## src/rtl/alu_pkg.sv

```systemverilog
// Shared types and constants for the ALU decode/issue stage.
// Latency: n/a (declarations only).
// Backpressure: n/a.
package alu_pkg;

    localparam int XLEN = 32;

    typedef enum logic [2:0] {
        ALU_ADD = 3'b000,
        ALU_SUB = 3'b001,
        ALU_AND = 3'b010,
        ALU_OR  = 3'b011,
        ALU_XOR = 3'b100,
        ALU_SLL = 3'b101,
        ALU_SRL = 3'b110,
        ALU_SRA = 3'b111
    } alu_op_t;

    localparam logic [6:0] OP_REG = 7'b0110011;
    localparam logic [6:0] OP_IMM = 7'b0010011;

    typedef struct packed {
        logic [XLEN-1:0] ain;
        logic [XLEN-1:0] bin;
        alu_op_t         alu_op;
        logic [4:0]      rd;
        logic            rd_we;
        logic            illegal;
    } issue_t;

    // Value held by the output registers out of reset.
    localparam issue_t ISSUE_IDLE = '{
        ain:     '0,
        bin:     '0,
        alu_op:  ALU_ADD,
        rd:      5'd0,
        rd_we:   1'b0,
        illegal: 1'b0
    };

endpackage

```

## src/rtl/skid_buffer.sv

```systemverilog
// Two-entry valid/ready register slice carrying issue_t, with synchronous flush.
// Latency: 1 cycle from input transfer to out_valid.
// Backpressure: in_ready = !skid_full (straight from a flop); one extra beat is absorbed after out_ready drops.
//
// Ports: clk, rst (async, active-high), flush,
//        in_valid/in_ready/in_data (upstream), out_valid/out_ready/out_data (downstream).
module skid_buffer
    import alu_pkg::*;
(
    input  logic   clk,
    input  logic   rst,
    input  logic   flush,
    input  logic   in_valid,
    output logic   in_ready,
    input  issue_t in_data,
    output logic   out_valid,
    input  logic   out_ready,
    output issue_t out_data
);

    logic   prim_vld;
    issue_t prim_dat;
    logic   skid_vld;
    issue_t skid_dat;

    always_ff @(posedge clk or posedge rst) begin
        if (rst) begin
            prim_vld <= 1'b0;
            prim_dat <= ISSUE_IDLE;
            skid_vld <= 1'b0;
            skid_dat <= ISSUE_IDLE;
        end else if (flush) begin
            // Any output transfer on this edge has already happened from the
            // downstream side; only the buffered state is discarded, and the
            // input beat is dropped.
            prim_vld <= 1'b0;
            skid_vld <= 1'b0;
        end else if (!prim_vld || out_ready) begin
            // Primary is empty or draining this edge: refill from skid first
            // (keeps order), otherwise from the input. in_ready is 0 whenever
            // skid is full, so both cannot compete.
            if (skid_vld) begin
                prim_dat <= skid_dat;
                prim_vld <= 1'b1;
                skid_vld <= 1'b0;
            end else if (in_valid) begin
                prim_dat <= in_data;
                prim_vld <= 1'b1;
            end else begin
                prim_vld <= 1'b0;
            end
        end else if (in_valid && !skid_vld) begin
            // Primary stalled: the beat accepted on a still-high in_ready
            // lands in the skid register.
            skid_dat <= in_data;
            skid_vld <= 1'b1;
        end
    end

    assign in_ready  = !skid_vld;
    assign out_valid = prim_vld;
    assign out_data  = prim_dat;

endmodule

```

## src/rtl/alu_issue_stage.sv

```systemverilog
// Decode/issue stage: RV32I R/I-type ALU instructions -> ALU op and operands.
// Latency: 1 cycle (combinational decode into a registered two-entry slice).
// Backpressure: in_ready registered, drops one cycle after out_ready stalls a valid output.
//
// Ports: clk, rst (async, active-high), flush (sync),
//        in_valid/in_ready, instr, rs1_data, rs2_data (upstream),
//        out_valid/out_ready, ain, bin, alu_op, rd, rd_we, illegal (to execute).
module alu_issue_stage
    import alu_pkg::*;
(
    input  logic        clk,
    input  logic        rst,
    input  logic        flush,
    input  logic        in_valid,
    output logic        in_ready,
    input  logic [31:0] instr,
    input  logic [31:0] rs1_data,
    input  logic [31:0] rs2_data,
    output logic        out_valid,
    input  logic        out_ready,
    output logic [31:0] ain,
    output logic [31:0] bin,
    output logic [2:0]  alu_op,
    output logic [4:0]  rd,
    output logic        rd_we,
    output logic        illegal
);

    logic [6:0] opcode;
    logic [2:0] funct3;
    logic [6:0] funct7;
    logic [4:0] rd_idx;

    assign opcode = instr[6:0];
    assign funct3 = instr[14:12];
    assign funct7 = instr[31:25];
    assign rd_idx = instr[11:7];

    // The rs1 index is consumed by the register file upstream; its data
    // arrives on rs1_data, so the field itself is not needed here.
    logic unused_rs1_idx;
    assign unused_rs1_idx = ^instr[19:15];

    logic        legal;
    alu_op_t     dec_op;
    logic [31:0] dec_b;
    issue_t      dec;

    always_comb begin
        legal  = 1'b0;
        dec_op = ALU_ADD;
        dec_b  = rs2_data;
        case (opcode)
            OP_REG: begin
                dec_b = rs2_data;
                legal = 1'b1;
                case ({funct7, funct3})
                    {7'b0000000, 3'b000}: dec_op = ALU_ADD;
                    {7'b0000000, 3'b111}: dec_op = ALU_AND;
                    {7'b0000000, 3'b110}: dec_op = ALU_OR;
                    {7'b0000000, 3'b100}: dec_op = ALU_XOR;
                    {7'b0000000, 3'b001}: dec_op = ALU_SLL;
                    {7'b0000000, 3'b101}: dec_op = ALU_SRL;
                    {7'b0100000, 3'b000}: dec_op = ALU_SUB;
                    {7'b0100000, 3'b101}: dec_op = ALU_SRA;
                    default:              legal  = 1'b0;
                endcase
            end
            OP_IMM: begin
                dec_b = {{20{instr[31]}}, instr[31:20]};
                legal = 1'b1;
                case (funct3)
                    3'b000: dec_op = ALU_ADD;
                    3'b111: dec_op = ALU_AND;
                    3'b110: dec_op = ALU_OR;
                    3'b100: dec_op = ALU_XOR;
                    3'b001: begin
                        dec_op = ALU_SLL;
                        dec_b  = {27'b0, instr[24:20]};
                        legal  = (funct7 == 7'b0000000);
                    end
                    3'b101: begin
                        dec_b = {27'b0, instr[24:20]};
                        if (funct7 == 7'b0000000) begin
                            dec_op = ALU_SRL;
                        end else if (funct7 == 7'b0100000) begin
                            dec_op = ALU_SRA;
                        end else begin
                            legal = 1'b0;
                        end
                    end
                    // 010/011 are SLTI/SLTIU: the ALU has no compare op.
                    default: legal = 1'b0;
                endcase
            end
            default: legal = 1'b0;
        endcase
    end

    // Illegal instructions still flow through as a harmless ADD 0,0 with no
    // write-back so execute sees an ordered slot it can trap on.
    always_comb begin
        dec         = ISSUE_IDLE;
        dec.rd      = rd_idx;
        dec.illegal = !legal;
        if (legal) begin
            dec.ain    = rs1_data;
            dec.bin    = dec_b;
            dec.alu_op = dec_op;
            dec.rd_we  = (rd_idx != 5'd0);
        end
    end

    issue_t out_dat;

    skid_buffer u_skid (
        .clk       (clk),
        .rst       (rst),
        .flush     (flush),
        .in_valid  (in_valid),
        .in_ready  (in_ready),
        .in_data   (dec),
        .out_valid (out_valid),
        .out_ready (out_ready),
        .out_data  (out_dat)
    );

    assign ain     = out_dat.ain;
    assign bin     = out_dat.bin;
    assign alu_op  = out_dat.alu_op;
    assign rd      = out_dat.rd;
    assign rd_we   = out_dat.rd_we;
    assign illegal = out_dat.illegal;

endmodule
```

## config.mk

```make
export PLATFORM = sky130hd
export DESIGN_NAME = alu_issue_stage
export DESIGN_NICKNAME = d
export VERILOG_FILES = /design/src/rtl/alu_pkg.sv /design/src/rtl/skid_buffer.sv /design/src/rtl/alu_issue_stage.sv
export SDC_FILE = /design/constraint.sdc
export NUM_CORES = 1
export LEC_CHECK = 0
export CORE_UTILIZATION = 45
export CTS_BUF_LIST = sky130_fd_sc_hd__clkbuf_16
export DETAILED_ROUTE_END_ITERATION = 10
export PLACE_DENSITY = 0.75
export SYNTH_ARGS = -nofsm -noshare
export SYNTH_HDL_FRONTEND = slang
export SYNTH_SLANG_ARGS = --single-unit
```

## constraint.sdc

```tcl
create_clock -name clk -period 6.7 [get_ports clk]
set_input_delay 1.34 -clock clk [delete_from_list [all_inputs] [get_ports clk]]
set_output_delay 1.34 -clock clk [all_outputs]
set_load 0.01 [all_outputs]
```

=== Word level (Yosys, flattened, before mapping) ===
Cells that the tools add are included.

* Word-level logic and storage cells: 71
* Input bits: 101
* Output and inout port bits: 76
* Bits in registers: 150

* Equality and inequality tests: 15
* Reduce and logical (&&, ||, !) cells: 17
* Multiplexer cells: 23
* Bitwise logic cells: 2

{| class="wikitable"
|+ Operators by type and width
! operator !! count
|-
| two-way mux 74 bit || 2
|-
| two-way mux 67 bit || 1
|-
| two-way mux 32 bit || 2
|-
| equality test 10 x 3 -> 1 bit, second input constant || 4
|-
| one-hot mux 3 bit (7 select lines) || 1
|-
| equality test 10 x 9 -> 1 bit, second input constant || 2
|-
| one-hot mux 3 bit (5 select lines) || 1
|-
| equality test 7 x 6 -> 1 bit, second input constant || 2
|-
| equality test 3 bit, second input constant || 4
|-
| two-way mux 1 bit || 11
|-
| equality test 10 x 1 -> 1 bit, second input constant || 1
|-
| logical NOT 10 bit || 1
|-
| OR reduction 8 bit || 1
|-
| equality test 7 x 5 -> 1 bit, second input constant || 1
|-
| logical NOT 7 bit || 1
|-
| two-way mux 3 bit || 2
|-
| one-hot mux 3 bit (2 select lines) || 1
|-
| AND reduction 3 bit || 2
|-
| nonzero test 5 bit || 1
|-
| nonzero test 2 bit || 2
|-
| OR reduction 4 bit || 1
|-
| equality test 3 x 1 -> 1 bit, second input constant || 1
|-
| logical NOT 1 bit || 3
|-
| logical NOT 3 bit || 1
|-
| 7 further kinds || 8
|}

=== Longest topological paths before layout ===
Gate-level depths: netlist of the first run.

* Depth in word-level cells: 8
* Depth in mapped cells: 7
* Depth with buffers taken out: 5

=== Cells and area by module ===
From an unflattened synthesis of the first run, not the netlist that was laid out.

* Cells, all modules: 564
* Area total of the unflattened synthesis: 7867.5 µm²

{| class="wikitable"
|+ Modules (own cells, without submodules)
! module !! seq. area each (µm²) !! area an instance (µm²) !! instances !! cells each
|-
| skid_buffer || 3753.6 || 6886.6 || 1 || 406
|-
| alu_issue_stage || 0.0 || 980.9 || 1 || 158
|}

=== Least setup slack after synthesis of the first run ===
No wires, ideal clock.

* Kind: input -> register
* Start: input instr[14]
* End: register u_skid.prim_dat (netlist bit u_skid.out_data[13])
* Path slack: 3746 ps
* Stages: 7
* Required time: 6618 ps
* Buffers on the path: 2
* Arrival time: 2872 ps
* Library setup time: 82 ps
* Cells stage by stage: buf_2 > nor2b_1 > o32a_1 > o32ai_4 > nand3_1 > clkbuf_1 > o22ai_1

* Longest elaborated chain between the ends: 7
* Elaborated cells between the ends (all ways): 22
* Classes of those cells: eq/ne: 12; mux: 6; reduce/logical: 4

{| class="wikitable"
|+ RTL lines
! element !! line !! text
|-
| start: declaration || alu_issue_stage.sv:16 || <nowiki>input logic [31:0] instr,</nowiki>
|-
| equality test 10 x 9 -> 1 bit, or another cell as far along || alu_issue_stage.sv:57 || <nowiki>case ({funct7, funct3})</nowiki>
|-
| OR reduction 8 bit (no line) / OR reduction 4 bit (equally long branches) || -- ||
|-
| two-way mux 1 bit / one-hot mux 1 bit (3 select lines) (equally long branches) || alu_issue_stage.sv:57, alu_issue_stage.sv:72 ||
|-
| one-hot mux 1 bit (2 select lines) (*) || alu_issue_stage.sv:53 || <nowiki>case (opcode)</nowiki>
|-
| two-way mux 67 bit (*) || alu_issue_stage.sv:106 || <nowiki>if (legal) begin</nowiki>
|-
| two-way mux 74 bit (*) || skid_buffer.sv:46 || <nowiki>end else if (in_valid) begin</nowiki>
|-
| two-way mux 74 bit (*) || skid_buffer.sv:42 || <nowiki>if (skid_vld) begin</nowiki>
|-
| end signal: assignment || skid_buffer.sv:43 || <nowiki>prim_dat <= skid_dat;</nowiki>
|-
| end signal: assignment || skid_buffer.sv:47 || <nowiki>prim_dat <= in_data;</nowiki>
|-
| end: declaration || skid_buffer.sv:22 || <nowiki>issue_t prim_dat;</nowiki>
|}

Every way passes the cells marked *; elsewhere a longest branch is shown, timed or not. The select of a mux whose other input is x is not followed.
A chain may end at the register's enable or synchronous reset.

=== Final worst setup path of the first run ===
* Start: input instr[26]
* End: register u_skid.skid_dat[0] (netlist name)

* Longest elaborated chain between the ends: 6
* Elaborated cells between the ends (all ways): 17
* Classes of those cells: eq/ne: 8; mux: 5; reduce/logical: 4

{| class="wikitable"
|+ RTL lines
! element !! line !! text
|-
| equality test 7 x 6 -> 1 bit || alu_issue_stage.sv:86 || <nowiki>end else if (funct7 == 7'b0100000) begin</nowiki>
|-
| two-way mux 1 bit || alu_issue_stage.sv:86 ||
|-
| two-way mux 1 bit || alu_issue_stage.sv:84 || <nowiki>if (funct7 == 7'b0000000) begin</nowiki>
|-
| one-hot mux 1 bit (3 select lines) || alu_issue_stage.sv:72 || <nowiki>case (funct3)</nowiki>
|-
| one-hot mux 1 bit (2 select lines) (*) || alu_issue_stage.sv:53 ||
|-
| logical NOT 1 bit (*) || alu_issue_stage.sv:105 || <nowiki>dec.illegal = !legal;</nowiki>
|-
| end signal: assignment || skid_buffer.sv:55 || <nowiki>skid_dat <= in_data;</nowiki>
|-
| end: declaration || skid_buffer.sv:24 || <nowiki>issue_t skid_dat;</nowiki>
|}

Every way passes the cells marked *; elsewhere a longest branch is shown, timed or not.

==> results.json, run 1 <==
{
  "tns_ns": 0,
  "hpwl_um": 11200,
  "critPathMaxFanout": 37,
  "status": "finished clean",
  "grt_use_total_pct": 24.3,
  "cap_violations": 0,
  "coreArea_um2": 14500,
  "clk_pin_slew_ns": 0.06,
  "remaining_drc_errors": 0,
  "hold_viol": 0,
  "ys_seq_area_share_pct": 56.1,
  "grt_antenna_before_repair": 0,
  "fin_worst_skew_ns": 0.00622,
  "cellLeakagePower_uw": 0.00394,
  "p_comb_share_pct": 12.5,
  "final_nets": 942,
  "grt_pass1_wl_um": 28500,
  "diodes": 0,
  "intPower_uw": 1670,
  "ir_drop_uv": 157,
  "post_drt_wl_per_cell_um": 17.4,
  "viasPerCell": 5.79,
  "ios": 177,
  "design.die.area_um2": 15400,
  "arrival_ns": 4.20,
  "grt_pass1_vias": 5789,
  "grt_max_degree": 90,
  "cts_sinks": 150,
  "startpoint_type": "input pin",
  "ys_warn_count": 0,
  "syn_avg_cell_area_um2": 9.47,
  "rows": 44,
  "syn_inst": 706,
  "cts_buffers": 17,
  "swShare_pct": 23.8,
  "min-delay-path-class": "flop to flop",
  "cts_setup_buffers": 0,
  "worst_pin_slew_ns": 1.15,
  "cts_resized": 0,
  "syn2layout_area_growth_pct": 35.5,
  "root_buffer": "clkbuf_16",
  "synth_edf_count": 0,
  "io_buffers": 171,
  "syn-cell-area_um2": 6690,
  "die-height_um": 124,
  "clk-insertion-delay-late_ns": 0.41,
  "design_area_um2": 9060,
  "p_switching_uw": 522,
  "synth_fp_nets": 807,
  "relSlewSlack_pct": 23.3,
  "period_share_pct": 58.4,
  "critPathRequiredTime_ns": 6.99,
  "synthFlopType": "dfrtp_1",
  "vias": 6007,
  "finalPower_uw": 2190,
  "synth-seq-cells": 150,
  "end_kind": "flop",
  "start_util_pct": 46.0,
  "firstDrtPassIters": 7,
  "setup_viol": 0,
  "cts_hold_buf": 0,
  "grt_setup_unrepaired": "no",
  "clockBufferDepth": 2,
  "seqPwrFrac_pct": 44.4,
  "placed_cell_area_um2": 8470,
  "drive_above_1_share_pct": 6.56,
  "cts_tree": "yes",
  "max_freq_ghz": 0.256,
  "slew_viol_final": 0,
  "synthArstFlopShare_pct": 100,
  "ant_nets": 0,
  "pwr-share-clk_pct": 43.1,
  "die_w_um": 124,
  "cts-htree-levels": 4,
  "power.density_nw_per_um2": 242,
  "gr-total-overflow": 0,
  "yosysUniqueCellTypes": 36,
  "criticalPathCategory": "input pin to flop",
  "gp_congestion": 0.821,
  "first_iter_violations": 592,
  "routed_wl_um": 18100,
  "finalCriticalPeriod_ns": 3.91
}
==> metal layers <==
| layer | routed length [um] | global-route usage, % |
|---|---|---|
| met5 | 0 | 0 |
| met4 | 353 | 8.78 |
| met3 | 1130 | 4.99 |
| met2 | 8840 | 39.2 |
| met1 | 7760 | 32.3 |
==> worst max-delay path, stage by stage <==
cell and delay (ns):
clkdlybuf4s50_1 0.45, nor4_4 0.45, nand2_1 0.20, o32ai_4 0.28, buf_4 0.43, nand2_2 0.52, mux2_2 0.48
==> state kept, by name, summed over array words and instances, names as in the netlist <==
register,flops
u_skid.skid_dat,74
u_skid.skid_vld,1
u_skid.out_valid,1
u_skid.out_data,74
==> final timing paths <==
kind | start | slack, ns | endpoint | depth (start not counted)
worst max-delay path | instr[26] | 2.79 | u_skid.skid_dat[0] | 7
max in group asynchronous | rst | 3.91 | u_skid.skid_dat[28] | 3
min in group asynchronous | rst | 1.47 | u_skid.skid_dat[31] | 2
worst min-delay path | u_skid.skid_dat[12] | 0.48 | u_skid.skid_dat[12] | 2
worst max register to register | u_skid.skid_vld | 3.43 | u_skid.skid_dat[45] | 5
worst min register to register | u_skid.skid_dat[12] | 0.48 | u_skid.skid_dat[12] | 2
==> Yosys cell counts (all sizes together) (3+ instances only) <==
cell,n,area share (%)
a21oi,99,7.4
a31oi,3,0.28
and3,48,4.5
buf,11,0.77
clkbuf,52,2.9
dfrtp,150,56
inv,5,0.28
mux2,7,1.2
mux2i,10,1.5
nand2,79,4.5
nand2b,4,0.37
nand3,34,2.5
nor2,36,2.0
nor2b,4,0.37
nor3,4,0.30
o21ai,82,6.1
o22ai,27,2.5
o31ai,35,3.9
==> cells by family (layout without fill, tap and decap cells) <==
logic type / count (synthesis) / count (layout) / synth area share [%]
flops: 150 / 150 / 56.1
mux: 17 / 17 / 2.68
compound gates: 252 / 252 / 21.4
simple gates: 219 / 219 / 15.8
buf+inv: 68 / 216 / 3.97
==> power by group through the flow <==
stage / Sequential (uW) / Clock [uW] / Combinational, uW
2_1_floorplan: 999 / 0 / 104
3_3_place_gp: 986 / 0 / 267
3_5_place_dp: 989 / 0 / 274
4_1_cts: 973 / 959 / 275
5_1_grt: 977 / 999 / 298
6_report: 972 / 945 / 273
==> through the flow <==
step | hold slack (ns) | utilization [%] | worst slack, ns | std cells
floorplan | 0.440 | - | 1.32 | 706
global placement | 0.452 | 58.3 | 2.47 | 1006
detailed placement | 0.462 | 58.3 | 2.38 | 1006
CTS | 0.476 | 62.3 | 2.79 | 1038
global route | 0.497 | 62.3 | 2.65 | 1038
finish | 0.476 | 62.3 | 2.79 | 1038
==> final cells by class <==
| class | instances | area (um2) |
|---|---|---|
| Timing Repair Buffer | 179 | 1770 |
| Clock inverter | 15 | 165 |
| Fill cell | 1181 | 5480 |
| Multi-Input combinational cell | 488 | 2690 |
| Tap cell | 184 | 230 |
| Clock buffer | 17 | 425 |
| Inverter | 5 | 23.8 |
| Sequential cell | 150 | 3750 |
==> placed cells by master, fill, tap and decap left out, types with 7 or more instances in the layout <==
cell / Yosys / final
dfrtp_1: 150 / 149
o22ai_1: 27 / 27
o21ai_1: 10 / 10
nor2_1: 36 / 36
o21ai_0: 72 / 72
mux2i_1: 10 / 10
nand3_1: 34 / 33
nand2_1: 78 / 78
mux2_2: 7 / 7
a21oi_1: 99 / 99
o31ai_1: 35 / 35
buf_4: 0 / 8
clkdlybuf4s50_1: 0 / 171
and3_1: 48 / 48
clkbuf_16: 0 / 17
No activity file was read; power rests on OpenSTA's default activity.
==> run 2, diff against run 1 <==
- CORE_UTILIZATION: 45 -> 44
- PLACE_DENSITY: 0.75 -> 0.76
- clock period: 6.7 -> 3.35 ns (I/O delays scaled with it)
==> run 2 against run 1 <==
Compared with the run above: the run now ends with design-rule violations left; combinational power increased by 110%; global-route usage is 0.84 points lower; cell area increased by 1.2%; register-to-register slack got worse by 2.4 ns; critical path depth grew 1; total power is 92% higher; critical path type unchanged; highest routed layer unchanged.
==> results.json, run 2 (synthesis results as in run 1) <==
{
  "power.density_nw_per_um2": 459,
  "final_util_pct": 62.4,
  "final_nets": 957,
  "ant_nets": 0,
  "seqPwrFrac_pct": 46.2,
  "tns_ns": 0,
  "criticalPathCategory": "input pin to flop",
  "die_w_um": 125,
  "cp_slowest_cell": "clkdlybuf4s50_1",
  "arrival_ns": 2.96,
  "final_cell_mix": "clkdlybuf4s50_1, dfrtp_1, a21oi_1, nand2_1, o21ai_0",
  "grt_max_degree": 56,
  "clk_pin_slew_ns": 0.06,
  "status": "finished with violations",
  "cts_resized": 0,
  "setup_viol": 0,
  "path_cells": "clkdlybuf4s50_1 -> nor4_4 -> nand2_1 -> o32ai_4 -> buf_12 -> nand3_1 -> buf_4 -> o22ai_1",
  "rr_worst_depth": 6,
  "crit_buf_inv": 3,
  "min-delay-path-class": "flop to flop",
  "hpwl_um": 11200,
  "pwr-share-clk_pct": 40.5,
  "cts_setup_buffers": 0,
  "gp_congestion": 0.753,
  "max_freq_ghz": 0.380,
  "io_buffers": 171,
  "end_kind": "flop",
  "cts_tree": "yes",
  "grt_setup_unrepaired": "no",
  "remaining_drc_errors": 9,
  "rows": 44,
  "slew_viol_final": 0,
  "drive_above_1_share_pct": 7.71,
  "firstDrtPassIters": 8,
  "routed_wl_um": 17500,
  "die-height_um": 125,
  "hold_viol": 0,
  "relSlewSlack_pct": 50.2,
  "clockBufferDepth": 2,
  "hold_path_depth": 2,
  "worst_pin_slew_ns": 0.728,
  "p_switching_uw": 1020,
  "cts_hold_buf": 0,
  "period_share_pct": 78.5,
  "grt_use_total_pct": 23.4,
  "cp_num_cells": 8,
  "grt_antenna_before_repair": 0,
  "fin_worst_skew_ns": 0.00879,
  "intPower_uw": 3190,
  "finalCriticalPeriod_ns": 2.63,
  "coreArea_um2": 14700,
  "design_area_um2": 9170,
  "critPathRequiredTime_ns": 3.68,
  "critPathMaxFanout": 36,
  "first_iter_violations": 413,
  "rrSetupSlack_ns": 1.01,
  "startpoint_type": "input pin",
  "grt_pass1_wl_um": 29200,
  "cap_violations": 0,
  "grt_pass1_vias": 5691,
  "finalPower_uw": 4210,
  "placed_cell_area_um2": 8640,
  "design.die.area_um2": 15700,
  "diodes": 0,
  "start_util_pct": 45.5,
  "p_comb_share_pct": 13.3,
  "gr-total-overflow": 0,
  "clk-insertion-delay-late_ns": 0.42,
  "ir_drop_uv": 327,
  "vias": 5880,
  "viasPerCell": 5.58,
  "critical-path-max-stage-delay_ns": 0.45,
  "cts_sinks": 150,
  "cts_buffers": 17,
  "post_drt_wl_per_cell_um": 16.6,
  "violations": "design-rule violations",
  "root_buffer": "clkbuf_16",
  "cts-htree-levels": 4,
  "syn2layout_area_growth_pct": 37.1,
  "layout_commonest_cell": "clkdlybuf4s50_1",
  "swShare_pct": 24.2,
  "cellLeakagePower_uw": 0.00402,
  "ios": 177,
  "crit_family": "buffers and inverters"
}
-- run 2: worst min-delay path, cell delays in order (launching register included) --
cell and delay [ns]:
dfrtp_1 0.33, nand2_1 0.05, o21ai_0 0.06
-- run 2: worst paths after layout --
path | start | to
worst min-delay path | u_skid.skid_dat[67] | u_skid.skid_dat[67]
max in group asynchronous | rst | u_skid.skid_vld
worst max register to register | u_skid.skid_vld | u_skid.out_data[35]
worst max-delay path | instr[26] | u_skid.out_data[35]
min in group asynchronous | rst | u_skid.out_data[32]
worst min register to register | u_skid.skid_dat[67] | u_skid.skid_dat[67]
-- run 2: area by class of cell --
cell class,count,area (um2)
clock inverter,15,98.8
timing repair buffer,194,1950
inverter,5,22.5
clock buffer,17,425
sequential,150,3750
fill,1262,5530
tap,184,230
multi-input combinational,488,2690
-- run 2: metal layers --
| layer | track usage [%] | up-vias | routed length (um) | share of wire (%) |
|---|---|---|---|---|
| met5 | 0 | - | 0 | 0 |
| met4 | 8.11 | 0 | 325 | 1.9 |
| met3 | 5.09 | 24 | 795 | 4.5 |
| met2 | 36.1 | 165 | 8120 | 46 |
| met1 | 32.8 | 2860 | 8280 | 47 |
| li1 | - | 2831 | - | - |
-- run 2: through the flow --
step	setup WS [ns]	hold WS, ns	std cells
after floorplan	0.791	0.440	706
after global placement	0.328	0.452	1021
after detailed placement	0.286	0.460	1021
after CTS	0.726	0.473	1053
after global routing	0.599	0.489	1053
final	0.720	0.470	1053
-- run 2: power groups by stage --
stage / sequential [uW] / combinational [uW] / clock, uW
after floorplan: 2000 / 209 / 0
after global placement: 1970 / 558 / 0
after detailed placement: 1970 / 564 / 0
after CTS: 1940 / 566 / 1730
after global routing: 1950 / 609 / 1820
final: 1940 / 561 / 1700
==> run 3, diff against run 2 <==
- clock period: 3.35 -> 2.4 ns (I/O delays scaled with it)
==> run 3 against run 2 <==
Compared with the run above: the run still ends with design-rule violations left; count of clock-buffer cells in the layout unchanged; register-to-register slack got worse by 0.52 ns; sequential power increased by 40%; die area unchanged; worst hold slack got worse by 0.15 ns; sequential cell count unchanged; total power is 50% higher; combinational power increased by 45%; via count is 1.6% higher.
==> results.json, run 3 (synthesis results as in run 1) <==
{
  "cap_violations": 0,
  "ir_drop_uv": 476,
  "power.density_nw_per_um2": 668,
  "cts_hold_buf": 0,
  "gp_congestion": 0.780,
  "root_buffer": "clkbuf_16",
  "first_iter_violations": 436,
  "die-height_um": 125,
  "min-delay-path-class": "input pin to asynchronous set/reset pin",
  "grt_setup_unrepaired": "no",
  "finalCriticalPeriod_ns": 2.15,
  "start_util_pct": 45.5,
  "path_cells": "inv_1 -> clkdlybuf4s50_1",
  "syn2layout_area_growth_pct": 41.9,
  "setup_slack_ns": 0.247,
  "design.die.area_um2": 15700,
  "clk_pin_slew_ns": 0.06,
  "grt_use_total_pct": 23.8,
  "max_freq_ghz": 0.465,
  "critPathCapture": "in_ready",
  "vias": 5973,
  "status": "finished with violations",
  "remaining_drc_errors": 9,
  "die_w_um": 125,
  "ant_nets": 0,
  "diodes": 0,
  "hpwl_um": 11500,
  "setup_viol": 0,
  "critPathLaunch": "u_skid.skid_vld",
  "post-place-cells": 1040,
  "grt_max_degree": 75,
  "routed_wl_um": 17700,
  "rows": 44,
  "ios": 177,
  "violations": "design-rule violations",
  "dpl_worst_slack_ns": -0.163,
  "critical-path-max-stage-delay_ns": 0.62,
  "cp_slowest_cell": "clkdlybuf4s50_1",
  "grt_pass1_wl_um": 29800,
  "period_share_pct": 89.7,
  "fin_worst_skew_ns": 0.00534,
  "slew_viol_final": 0,
  "arrival_ns": 1.67,
  "io_buffers": 171,
  "rr_worst_depth": 6,
  "end_kind": "output pin",
  "gr-total-overflow": 0,
  "rrSetupSlack_ns": 0.49,
  "clockBufferDepth": 2,
  "critPathRequiredTime_ns": 1.92,
  "layoutNonFillerInstCount": 1071,
  "r2r-start": "u_skid.out_valid",
  "startpoint_type": "flop",
  "drive_above_1_share_pct": 9.70,
  "post_drt_wl_per_cell_um": 16.5,
  "cts_buffers": 17,
  "final_cell_mix": "clkdlybuf4s50_1, dfrtp_1, a21oi_1, nand2_1, o21ai_0",
  "cts_tree": "yes",
  "coreArea_um2": 14700,
  "criticalPathCategory": "flop to output pin",
  "cts_setup_buffers": 0,
  "final_util_pct": 64.5,
  "relSlewSlack_pct": 67.2,
  "hold_viol": 0,
  "worst_pin_slew_ns": 0.479,
  "layout_commonest_cell": "clkdlybuf4s50_1",
  "rr_endpoint": "u_skid.out_data[29]",
  "critPathMaxFanout": 5,
  "cts-htree-levels": 4,
  "final_nets": 976,
  "cts_resized": 0,
  "tns_ns": 0,
  "firstDrtPassIters": 9,
  "clk-insertion-delay-late_ns": 0.42,
  "viasPerCell": 5.58,
  "grt_pass1_vias": 5898,
  "cts_sinks": 150,
  "cellLeakagePower_uw": 0.00418,
  "grt_antenna_before_repair": 0
}
## run 3: changes by cell type in the layout (fill, tap and decap cells not counted)
cell,change
buf_4,+12
clkinv_2,-2
clkinvlp_4,-2
clkinv_1,+1
bufinv_16,+4
buf_12,+7
inv_1,-2
## run 3: final cells by class
type | instances | area, um2
clock buffers | 17 | 425
fillers | 1261 | 5210
inverters | 5 | 22.5
clock inverters | 14 | 190
flip-flops and latches | 150 | 3750
well taps | 184 | 230
multi-input cells | 488 | 2690
repair buffers | 213 | 2180
## run 3: report_power, final
group          total [uW]  internal (uW)  switching (uW)
logic                 816            437             378
clock network        2810           1810             996
registers            2710           2650            63.6
total                6330           4890            1440
## run 3: critical path, delay by kind of cell (launching register included)
kind / cells / cell delay [ns]
buf+inv: 2 / 0.82
flops: 1 / 0.44
## run 3: layer usage
metal	vias to the layer above	share of wire [%]	routed length (um)	GRT usage, %
met3	25	4.6	818	4.07
met4	0	1.9	337	9.33
li1	2865	-	-	-
met5	-	0	0	0
met2	180	47	8420	37.0
met1	2903	46	8150	33.3
## run 3: worst min path at each step
stage | end | slack, ns | depth (start not counted)
after floorplan | u_skid.skid_dat[11] | 0.44 | 2
after global placement | u_skid.skid_dat[11] | 0.45 | 2
after detailed placement | u_skid.skid_dat[11] | 0.46 | 2
after CTS | u_skid.out_data[33] | 0.31 | 2
after global routing | u_skid.out_data[32] | 0.32 | 2
final | u_skid.out_data[32] | 0.33 | 2
## run 3: metrics by stage
step	power [uW]	area [um2]	hold slack [ns]
3_3_place_gp	3560	8870	0.451
6_report	6330	9490	0.325
4_1_cts	6380	9490	0.314
5_1_grt	6570	9490	0.318
3_5_place_dp	3570	8870	0.457
2_1_floorplan	3080	6690	0.440
